==> src/rtl/mul_arb_pkg.sv <==
// Shared types for the two-port multiplier arbiter: FSM states, default widths
// and the round-robin pointer encoding.
package mul_arb_pkg;

  localparam int MUL_DEFAULT_DATA_W      = 32;
  localparam int MUL_DEFAULT_WDOG_CYCLES = 40;

  typedef enum logic [2:0] {
    ST_IDLE  = 3'd0,
    ST_CLEAR = 3'd1,
    ST_RUN   = 3'd2,
    ST_WAIT  = 3'd3,
    ST_DONE  = 3'd4
  } arb_state_t;

  // The pointer records the requester served last; the other one wins a tie.
  typedef enum logic {
    PTR_LAST0 = 1'b0,
    PTR_LAST1 = 1'b1
  } rr_ptr_t;

  localparam rr_ptr_t PTR_RESET = PTR_LAST1;

  function automatic rr_ptr_t ptr_from_grant(input logic [1:0] gnt);
    return gnt[1] ? PTR_LAST1 : PTR_LAST0;
  endfunction

endpackage

==> src/rtl/mul_arbiter_rr_pick2.sv <==
// Two-way round-robin picker: one-hot grant from a request pair and the
// last-served pointer.
module rr_pick2
  import mul_arb_pkg::*;
(
  input  logic [1:0] req,
  input  rr_ptr_t    ptr,
  output logic [1:0] gnt
);

  always_comb begin
    gnt = 2'b00;
    case (req)
      2'b01:   gnt = 2'b01;
      2'b10:   gnt = 2'b10;
      2'b11:   gnt = (ptr == PTR_LAST1) ? 2'b01 : 2'b10;
      default: gnt = 2'b00;
    endcase
  end

endmodule

==> src/rtl/mul_arbiter.sv <==
// Arbitrates two requesters onto one shared multiplier (clear/run/wait handshake).
// Define MUL_ARB_WATCHDOG_EN to add a WAIT-state timeout that reports err0/err1.
module mul_arbiter
  import mul_arb_pkg::*;
#(
  parameter int DATA_W      = MUL_DEFAULT_DATA_W,
  parameter int WDOG_CYCLES = MUL_DEFAULT_WDOG_CYCLES
) (
  input  logic                clk,
  input  logic                rst,
  input  logic                req0,
  input  logic                req1,
  input  logic [DATA_W-1:0]   a0,
  input  logic [DATA_W-1:0]   b0,
  input  logic [DATA_W-1:0]   a1,
  input  logic [DATA_W-1:0]   b1,
  output logic                gnt0,
  output logic                gnt1,
  output logic                done0,
  output logic                done1,
  output logic [2*DATA_W-1:0] prod0,
  output logic [2*DATA_W-1:0] prod1,
  output logic                err0,
  output logic                err1,
  output logic                busy,
  output logic                mul_clr,
  output logic                mul_run,
  output logic [DATA_W-1:0]   mul_a,
  output logic [DATA_W-1:0]   mul_b,
  input  logic                mul_ready,
  input  logic [2*DATA_W-1:0] mul_product
);

  arb_state_t state, next_state;
  rr_ptr_t    ptr;
  logic [1:0] pick_gnt;
  logic [1:0] winner;
  logic       wait_armed;
  logic       ready_ok;
  logic       timeout;
  logic       err_flag;
  logic       timeout_hit;

  rr_pick2 u_pick (
    .req (({req1, req0})),
    .ptr (ptr),
    .gnt (pick_gnt)
  );

  // A ready seen during the first WAIT cycle may be left over from before the run.
  assign ready_ok    = wait_armed && mul_ready;
  assign timeout_hit = timeout && !ready_ok;

`ifdef MUL_ARB_WATCHDOG_EN
  localparam int CNT_W = $clog2(WDOG_CYCLES + 1);
  localparam logic [CNT_W-1:0] WDOG_LAST = CNT_W'(WDOG_CYCLES - 1);

  logic [CNT_W-1:0] wdog_cnt;

  always_ff @(posedge clk or negedge rst) begin
    if (!rst) begin
      wdog_cnt <= '0;
      err_flag <= 1'b0;
    end else begin
      wdog_cnt <= (state == ST_WAIT) ? wdog_cnt + 1'b1 : '0;
      if (state == ST_WAIT && next_state == ST_DONE)
        err_flag <= timeout_hit;
    end
  end

  assign timeout = (state == ST_WAIT) && (wdog_cnt == WDOG_LAST);
`else
  logic unused_wdog;
  assign unused_wdog = ^32'(WDOG_CYCLES);
  assign timeout     = 1'b0;
  assign err_flag    = 1'b0;
`endif

  always_ff @(posedge clk or negedge rst) begin
    if (!rst) state <= ST_IDLE;
    else      state <= next_state;
  end

  always_comb begin
    next_state = state;
    case (state)
      ST_IDLE:  if (|pick_gnt) next_state = ST_CLEAR;
      ST_CLEAR: next_state = ST_RUN;
      ST_RUN:   next_state = ST_WAIT;
      ST_WAIT:  if (ready_ok || timeout) next_state = ST_DONE;
      ST_DONE:  next_state = ST_IDLE;
      default:  next_state = ST_IDLE;
    endcase
  end

  always_ff @(posedge clk or negedge rst) begin
    if (!rst) begin
      mul_a      <= '0;
      mul_b      <= '0;
      winner     <= 2'b00;
      ptr        <= PTR_RESET;
      prod0      <= '0;
      prod1      <= '0;
      wait_armed <= 1'b0;
    end else begin
      wait_armed <= (state == ST_WAIT);
      if (state == ST_IDLE && (|pick_gnt)) begin
        winner <= pick_gnt;
        mul_a  <= pick_gnt[1] ? a1 : a0;
        mul_b  <= pick_gnt[1] ? b1 : b0;
      end
      // A timed-out operation reports a zero product to its requester.
      if (state == ST_WAIT && next_state == ST_DONE) begin
        if (winner[0]) prod0 <= timeout_hit ? '0 : mul_product;
        if (winner[1]) prod1 <= timeout_hit ? '0 : mul_product;
      end
      if (state == ST_DONE)
        ptr <= ptr_from_grant(winner);
    end
  end

  always_comb begin
    gnt0    = 1'b0;
    gnt1    = 1'b0;
    done0   = 1'b0;
    done1   = 1'b0;
    err0    = 1'b0;
    err1    = 1'b0;
    mul_clr = 1'b0;
    mul_run = 1'b0;
    busy    = (state != ST_IDLE);
    case (state)
      ST_CLEAR: begin
        gnt0    = winner[0];
        gnt1    = winner[1];
        mul_clr = 1'b1;
      end
      ST_RUN: mul_run = 1'b1;
      ST_DONE: begin
        done0 = winner[0];
        done1 = winner[1];
        err0  = winner[0] && err_flag;
        err1  = winner[1] && err_flag;
      end
      default: ;
    endcase
  end

endmodule

==> config.mk <==
export PLATFORM = sky130hd
export DESIGN_NAME = mul_arbiter
export DESIGN_NICKNAME = d
export VERILOG_FILES = /design/src/rtl/mul_arb_pkg.sv /design/src/rtl/mul_arbiter_rr_pick2.sv /design/src/rtl/mul_arbiter.sv
export SDC_FILE = /design/constraint.sdc
export NUM_CORES = 1
export LEC_CHECK = 0
export BUFFER_PORTS_ARGS = -buffer_cell sky130_fd_sc_hd__buf_2
export CAP_MARGIN = 0
export CORE_AREA = 2 2 154 156
export CTS_CLUSTER_DIAMETER = 100
export DETAILED_ROUTE_END_ITERATION = 7
export DIE_AREA = 0 0 156 158
export GPL_ROUTABILITY_DRIVEN = 0
export PLACE_DENSITY = 0.8
export RECOVER_POWER = 100
export SLEW_MARGIN = 30
export SYNTH_ARGS = -nofsm -noshare
export SYNTH_HDL_FRONTEND = slang
export SYNTH_HIERARCHICAL = 1
export SYNTH_SLANG_ARGS = --single-unit
==> constraint.sdc <==
create_clock -name clk -period 2.6 [get_ports clk]
set_input_delay 0.39 -clock clk [delete_from_list [all_inputs] [get_ports clk]]
set_output_delay 0.39 -clock clk [all_outputs]
set_load 0.1 [all_outputs]
==> results of run 1 <==
critical path: cells and delay by family (launching register included):
family                 cells  cell delay, ns
buffers and inverters      1            0.36
DFF                        1            0.52
and+or+nand+nor            2            0.94
muxes                      1            0.37
routing by layer:
metal | vias to the layer above | wire length [um]
li1 | 2647 | -
met3 | 22 | 1370
met2 | 242 | 10500
met1 | 2804 | 8680
met4 | 0 | 408
met5 | - | 0
cell usage after synthesis, drive strengths merged:
master | n | area [um2]
a211oi | 1 | 7.51
a21boi | 2 | 15.0
a21o | 1 | 7.51
a22o | 2 | 17.5
and2 | 4 | 25.0
and3 | 5 | 42.5
buf | 24 | 402
clkbuf | 6 | 22.5
conb | 1 | 3.75
dfrtp | 198 | 4950
dfstp | 1 | 26.3
inv | 2 | 7.51
mux2 | 256 | 3450
nand2 | 3 | 11.3
nand2b | 1 | 6.26
nor2 | 2 | 7.51
nor2b | 1 | 8.76
nor3 | 1 | 16.3
nor3b | 1 | 7.51
o21a | 1 | 15.0
o21bai | 1 | 7.51
state kept, by name, indices dropped and copies added, names as in the netlist:
signal / cells
prod0: 64
prod1: 64
mul_a: 32
mul_b: 32
state: 3
winner: 2
ptr: 1
wait_armed: 1
through the flow:
| stage | hold WS, ns | worst slack (ns) | cells | cell area (um2) |
|---|---|---|---|---|
| finish | 0.192 | 0.272 | 1224 | 11100 |
| global route | 0.171 | 0.125 | 1224 | 11100 |
| CTS | 0.184 | 0.368 | 1224 | 11900 |
| detailed placement | 0.434 | 0.527 | 1191 | 11300 |
| global placement | 0.427 | 0.582 | 1191 | 11300 |
| floorplan | 0.0944 | 0.212 | 515 | 9070 |
worst min-delay path by stage:
stage | startpoint | end | slack [ns] | cells past startpoint
after detailed placement | rst | prod0[32] | 0.43 | 1
after global placement | rst | prod0[28] | 0.43 | 1
after CTS | mul_product[31] | prod1[31] | 0.18 | 2
after global routing | mul_product[7] | prod1[7] | 0.17 | 2
final | mul_product[31] | prod0[31] | 0.19 | 2
after floorplan | rst | mul_a[0] | 0.09 | 0
cell usage in the layout (no fill, tap or decap):
master	Yosys	final
mux2_4	150	22
conb_1	1	2
clkinv_8	0	6
clkinv_4	0	1
buf_4	4	2
and3_2	1	1
dfrtp_1	198	198
mux2_2	81	81
clkbuf_1	6	200
clkbuf_2	0	10
nand2_1	3	3
and3_4	2	1
a21o_1	1	1
nor3b_4	0	1
o21bai_1	1	1
nor2_1	2	2
and2_1	4	1
nand2b_1	1	1
inv_6	0	2
clkinv_2	0	2
and3_1	2	3
and2_0	0	1
a21boi_0	1	1
a22o_1	2	2
clkbuf_16	0	17
nor2b_1	0	1
inv_1	2	2
a211oi_1	1	1
mux2_1	25	153
and2_2	0	2
dlygate4sd3_1	0	1
buf_12	15	8
nor3_4	1	1
a21boi_4	0	1
o21a_4	1	1
dfstp_1	0	1
inv_8	0	4
buf_2	0	196
cell families after synthesis:
| logic type | synth area share |
|---|---|
| buffers and inverters | 0.0477 |
| other | 0.000414 |
| DFF | 0.550 |
| AOI/OAI and AO/OA | 0.00774 |
| muxes | 0.380 |
| and+or+nand+nor | 0.0138 |
layout make-up:
type                            count  share of cell area
Clock buffer                       17              0.0383
Multi-Input combinational cell    284               0.287
Timing Repair Buffer              417               0.177
Inverter                            2            0.000676
Sequential cell                   199               0.448
Tap cell                          290              0.0327
Clock inverter                     15              0.0161
==> metrics.yaml, run 1 <==
cts_tree: "yes"
synth_cell_types: 29
top_level_ports: 398
via_count: 5715
grt_max_degree: 67
hold_path_class: "input port to flop"
place_hpwl_um: 16000
skew_ns: 0.0159
seqCellArea_um2: 4980
cpPeakStageDelay_ns: 0.67
violations: "capacitance limit, slew limit"
nets: 1118
hold_viol: 0
clock_path_buffers: 2
syn_area_um2: 9060
min_period_ns: 2.33
path_max_fanout: 22
drv_cap: 1
rrSetupSlack_ns: 0.27
row_count: 56
crit_path_top_delay_cell: "and3_2"
nFillCells: 2220
die_x_um: 156
rr_worst_depth: 4
path_class: "flop to flop"
end_kind: "flop"
netlist_instances: 514
start_kind: "flop"
areaGrowthSynthToFinish_pct: 22.6
grt_use_met1: 0.204
slew_headroom: -0.124
clk_pin_slew_ns: 0.09
wl_um: 21000
clk_latency_ns: 0.43
setup_tns_ns: 0
cp.required_ns: 2.90
status: "finished with violations"
slew_viol_final: 60
numCtsBuffers: 17
clock_sinks: 199
r2r-start: "state[1]"
rsz0062_at_grt: "no"
setup_violations: 0
io_buffers: 395
synth_seq_cells: 199
crit_chain: "nor2b_1 > and3_2 > clkbuf_1 > mux2_1"
post-route-util: 0.482
cts-htree-levels: 4
wl_per_cell_um: 17.2
postSynthAreaPerCell_um2: 17.6
yosys_warnings: 6
startpoint: "state[1]"
firstDrtPassIters: 4
grt_pass1_vias: 6102
crit_path_end: "prod0[57]"
rr_endpoint: "prod0[57]"
insertedDiodeCount: 0
cts-root-buf: "clkbuf_16"
drtIter0Drc: 217
cts_setup_buffers: 0
timing.fmax_ghz: 0.430
die_height_um: 158
multiInputGateArea_um2: 3190
ys_seq_area_frac: 0.550
tightest_slew_ns: 1.69
vias_per_cell: 4.67
overflow: 0
cp.arrival_ns: 2.63
grtUsageTotal: 0.168
grt_pass1_wl_um: 32300
cts_resized: 0
met3_usage: 0.0424
coreArea_um2: 23100
busiest_layer: "met2"
drc: 0
hold_buffers: 1
start_util: 0.393
drive_gt1_frac: 0.384
grt_use_met2: 0.291
antenna_found_initial: 0
fin_crit_sh: 0.895
ant_nets: 0
die_area_um2: 24600
Power of run 1 is not shown: default switching activity piles up to over one toggle a cycle in this logic, so the estimate is an artifact.
==> run 2, diff against run 1 <==
ABC_AREA = 1   (was not set)
PLACE_DENSITY = 0.79   (was 0.8)
==> run 2 against run 1 <==
The run still ends with capacitance limit, slew limit left. Synthesized cell count grew 110%. Non-clock buffer count shrank 6. Critical path type unchanged. Cell count grew 42%. Flip-flop and latch count is the same. Wire length grew 32%. Cell area grew 2.6%. Global-route usage grew 4.8 points. Maximum frequency grew 2.5%. Largest cell class unchanged. Highest routed layer unchanged. Synthesized area shrank 0.37%. Clock skew is essentially flat. Critical endpoint is now mul_b[22].
==> metrics.yaml, run 2 <==
io_buffers: 395
synth_edf_count: 0
netlist_instances: 1100
largestRegisters: "prod0 x64, prod1 x64"
areaGrowthSynthToFinish_pct: 26.3
row_count: 56
syn_area_um2: 9020
grt_max_degree: 130
rrSetupSlack_ns: 0.33
hold_buffers: 0
min_period_ns: 2.27
wl_per_cell_um: 15.9
crit_family: "simple AND/OR/NAND/NOR gates"
firstDrtPassIters: 5
skew_ns: 0.0158
synth.area.top_cells: "dfrtp_1 55%, nand2_1 19%, nand4_1 8.9%"
clock_path_buffers: 2
fin_crit_sh: 0.874
cts_setup_buffers: 0
die_x_um: 156
cpPeakStageDelay_ns: 0.70
grt_pass1_wl_um: 41800
ys_seq_area_frac: 0.552
final_cell_mix: "463 x nand2_1, 196 x dfrtp_1, 195 x clkbuf_1, 195 x buf_2, 128 x nand4_1"
cts_resized: 0
slew_headroom: -0.358
status: "finished with violations"
path_max_fanout: 64
rsz0062_at_grt: "no"
cp.arrival_ns: 2.58
rr_worst_depth: 5
crit_cells: 5
netlist_top_cells_count: "462 x nand2_1, 198 x dfrtp_1, 128 x nand4_1"
final_common_cell: "nand2_1"
nets: 1637
grt_pass1_vias: 8025
ant_nets: 0
r2r-start: "ptr"
path_class: "flop to flop"
nFillCells: 2296
drive_gt1_frac: 0.176
synth_cell_types: 21
cts_tree: "yes"
timing.fmax_ghz: 0.440
hold_path_class: "input port to flop"
crit_path_end: "mul_b[22]"
die_height_um: 158
synth_async_sr_flop_share: 1.00
cts-root-buf: "clkbuf_16"
yosys.area.top_type: "dfrtp_1"
postSynthAreaPerCell_um2: 8.20
rr_endpoint: "mul_b[22]"
critPathBufInv: 1
drv_cap: 1
antenna_found_initial: 2
via_count: 8797
clk_latency_ns: 0.43
yosysMostFrequentCell: "nand2_1"
crit_path_top_delay_cell: "clkbuf_2"
end_kind: "flop"
synthFlopType: "dfrtp_1"
top_level_ports: 398
grtUsageTotal: 0.215
startpoint: "ptr"
wl_um: 27600
crit_chain: "a21oi_1 > or2_2 > clkbuf_2 > nand3_1 > nand2_1"
place_hpwl_um: 19200
hold_viol: 0
synth_top_area_share: 0.549
vias_per_cell: 5.05
violations: "capacitance limit, slew limit"
tightest_slew_ns: 2.04
die_area_um2: 24600
coreArea_um2: 23100
yosys_warnings: 6
setup_violations: 0
start_util: 0.391
clk_pin_slew_ns: 0.07
slew_viol_final: 76
drtIter0Drc: 713
clock_sinks: 199
synth_seq_cells: 199
cp.required_ns: 2.91
drc: 0
setup_tns_ns: 0
overflow: 0
start_kind: "flop"
numCtsBuffers: 17
cts-htree-levels: 4
-- run 2: worst min-delay path: stages --
cell and delay, ns:
buf_2 0.10, nand4_1 0.08, nand2_1 0.05
-- run 2: through the flow --
stage	worst slack [ns]	util	std cells	area, um2	hold slack (ns)
CTS	0.343	0.507	1742	11700	0.00482
global placement	0.726	0.483	1711	11100	0.449
global route	0.155	0.494	1743	11400	0.212
detailed placement	0.641	0.483	1711	11100	0.453
floorplan	0.0217	-	1101	9030	0.0944
finish	0.328	0.494	1743	11400	0.227
-- run 2: worst min path at each step --
stage,from,slack (ns),depth (start not counted),end
after global routing,mul_product[18],0.21,3,prod1[18]
after floorplan,rst,0.09,0,mul_a[0]
after CTS,rst,0.005,1,prod0[19]
after global placement,prod1[9],0.45,2,prod1[9]
after detailed placement,prod1[53],0.45,2,prod1[53]
final,mul_product[33],0.23,3,prod1[33]
-- run 2: layout make-up --
class                      instances  area (um2)  area share
antenna                            1        2.50    0.000220
clock buffer                      19         443      0.0389
clock inverter                    12         113     0.00988
inverter                          72         270      0.0237
multi-input combinational        739        3290       0.289
sequential                       199        4980       0.437
tap                              290         363      0.0318
timing repair buffer             411        1930       0.169
-- run 2: routing by layer --
layer,wire length [um],vias up,GRT usage,part of all wire
met5,0,-,0,0
met4,1020,0,0.0922,0.037
met3,2250,57,0.0474,0.081
met2,13500,443,0.372,0.49
met1,10800,4031,0.260,0.39
li1,-,4266,-,-
-- run 2: cell families (layout without fill, tap and decap cells) --
kind of cell / Yosys count / in the layout / synth area share
flip-flops: 199 / 199 / 0.552
AO/OA/AOI/OAI: 67 / 67 / 0.0374
buffers and inverters: 163 / 514 / 0.0836
other: 1 / 3 / 0.000416
AND/OR/NAND/NOR: 670 / 670 / 0.327
Power of run 2 is left out for the same reason.
==> run 3, diff against run 2 <==
CAP_MARGIN = not set   (was 0)
CORE_AREA = 2 2 153 155   (was 2 2 154 156)
DIE_AREA = 0 0 155 157   (was 0 0 156 158)
PLACE_DENSITY = 0.83   (was 0.79)
clock period = 1.85 ns   (was 2.6 ns; I/O delays follow)
==> run 3 against run 2 <==
The run now ends clean. Setup slack worse by 0.27 ns. Wire length grew 2.0%. Non-clock buffer count grew 26. Utilization up 4.2 points. Sequential share of layout area down 2.4 points. Flip-flop and latch count did not move. Critical path depth is 1 lower. Via count up 2.0%. Clock skew hardly changed. Worst hold slack got worse by 0.11 ns. Critical path type is now flop to output port. Critical endpoint is now gnt1.
==> metrics.yaml, run 3 (synthesized netlist as in run 2, its figures left out) <==
path_class: "flop to output port"
tightest_slew_ns: 0.964
min_period_ns: 1.79
cts-htree-levels: 4
critPathBufInv: 2
die_x_um: 155
clock_sinks: 199
io_buffers: 395
via_count: 8974
grt_pass1_vias: 8501
largestRegisters: "prod0 x64, prod1 x64"
place_hpwl_um: 20400
firstDrtPassIters: 7
crit_family: "flip-flops"
nets: 1663
wl_per_cell_um: 16.0
vias_per_cell: 5.08
slew_viol_final: 0
top_level_ports: 398
path_max_fanout: 6
antenna_found_initial: 3
seqCellArea_um2: 4980
postLayoutCellArea_um2: 12100
final_common_cell: "nand2_1"
skew_ns: 0.0158
dp_slack_ns: 0.0919
cts_tree: "yes"
clk_pin_slew_ns: 0.07
crit_path_top_delay_cell: "dfrtp_2"
setup_violations: 0
fin_crit_sh: 0.968
numCtsBuffers: 17
grtUsageTotal: 0.227
die_height_um: 157
timing.fmax_ghz: 0.558
cp.arrival_ns: 1.51
start_kind: "flop"
crit_chain: "inv_2 > nand3_1 > nor2_1 > buf_12"
status: "finished clean"
hold_viol: 0
ant_nets: 0
grt_pass1_wl_um: 43700
drtIter0Drc: 664
rrSetupSlack_ns: 0.22
drv_cap: 0
cp.required_ns: 1.57
start_util: 0.401
final_cell_mix: "462 x nand2_1, 387 x buf_2, 195 x dfrtp_1"
die_area_um2: 24300
areaGrowthSynthToFinish_pct: 33.8
nFillCells: 2060
drive_gt1_frac: 0.329
clk_latency_ns: 0.43
coreArea_um2: 22500
multiInputGateArea_um2: 3350
drc: 0
grt_max_degree: 130
layout_setup_ws_ns: 0.0585
wl_um: 28200
slew_headroom: 0.358
row_count: 55
dpl_cell_area_um2: 11500
stdcell_count: 1765
end_kind: "output port"
clock_path_buffers: 2
placed_cells: 1727
rsz0062_at_grt: "yes"
hold_path_class: "input port to flop"
cpPeakStageDelay_ns: 0.47
cts-root-buf: "clkbuf_16"
overflow: 0
[run 3: changes by cell type in the layout (fill, tap and decap cells not counted), moves of 2 or more]
| cell | before | now |
|---|---|---|
| clkinv_8 | 0 | 2 |
| clkbuf_1 | 195 | 0 |
| nand3_1 | 69 | 66 |
| inv_8 | 4 | 2 |
| diode_2 | 1 | 3 |
| clkinv_4 | 5 | 7 |
| buf_4 | 3 | 29 |
| clkbuf_2 | 11 | 0 |
| nand3_2 | 0 | 3 |
| buf_12 | 7 | 18 |
| nor2_1 | 4 | 1 |
| buf_2 | 195 | 387 |
| nor2_4 | 2 | 4 |
[run 3: repair_timing]
action | CTS | global route
endpoints found under the setup margin | 6 | 61
hold buffers | 1 | 0
gates resized for setup | 3 | 2
pin swaps | 1 | 0
buffers inserted | 2 | 2
hold endpoints to repair | 48 | 0
[run 3: layout make-up]
class,instances,share of cell area
Clock buffer,18,0.0364
Tap cell,285,0.0295
Antenna cell,3,0.000622
Timing Repair Buffer,437,0.211
Inverter,72,0.0224
Sequential cell,199,0.413
Multi-Input combinational cell,739,0.277
Clock inverter,12,0.0103
[run 3: per-stage QoR]
step / hold WS, ns / utilization / setup TNS, ns
2_1_floorplan: -0.0181 / - / -0.980
3_3_place_gp: 0.304 / 0.509 / 0
3_5_place_dp: 0.311 / 0.509 / 0
4_1_cts: 0.0923 / 0.535 / 0
5_1_grt: 0.103 / 0.536 / -0.0246
6_report: 0.114 / 0.536 / 0
[run 3: worst paths after layout]
check,cells after the start,end,startpoint
worst min register to register,2,mul_a[1],mul_a[1]
min in group asynchronous,2,prod0[22],rst
worst max register to register,6,mul_a[19],ptr
worst max-delay path,4,gnt1,state[2]
worst min-delay path,3,prod1[55],mul_product[55]
max in group asynchronous,3,ptr,rst
[run 3: worst min-delay path, cell delays in order]
cell,delay (ns)
buf_2,0.10
nand4_1,0.07
nand2_1,0.05
[run 3: metal layers]
| layer | share of wire | routed length [um] | track usage | vias to the layer above |
|---|---|---|---|---|
| met5 | 0 | 0 | 0 | - |
| met4 | 0.056 | 1580 | 0.135 | 0 |
| met3 | 0.083 | 2340 | 0.0479 | 68 |
| met2 | 0.48 | 13700 | 0.386 | 467 |
| met1 | 0.38 | 10600 | 0.266 | 4133 |
| li1 | - | - | - | 4306 |
Power of run 3 is left out for the same reason.
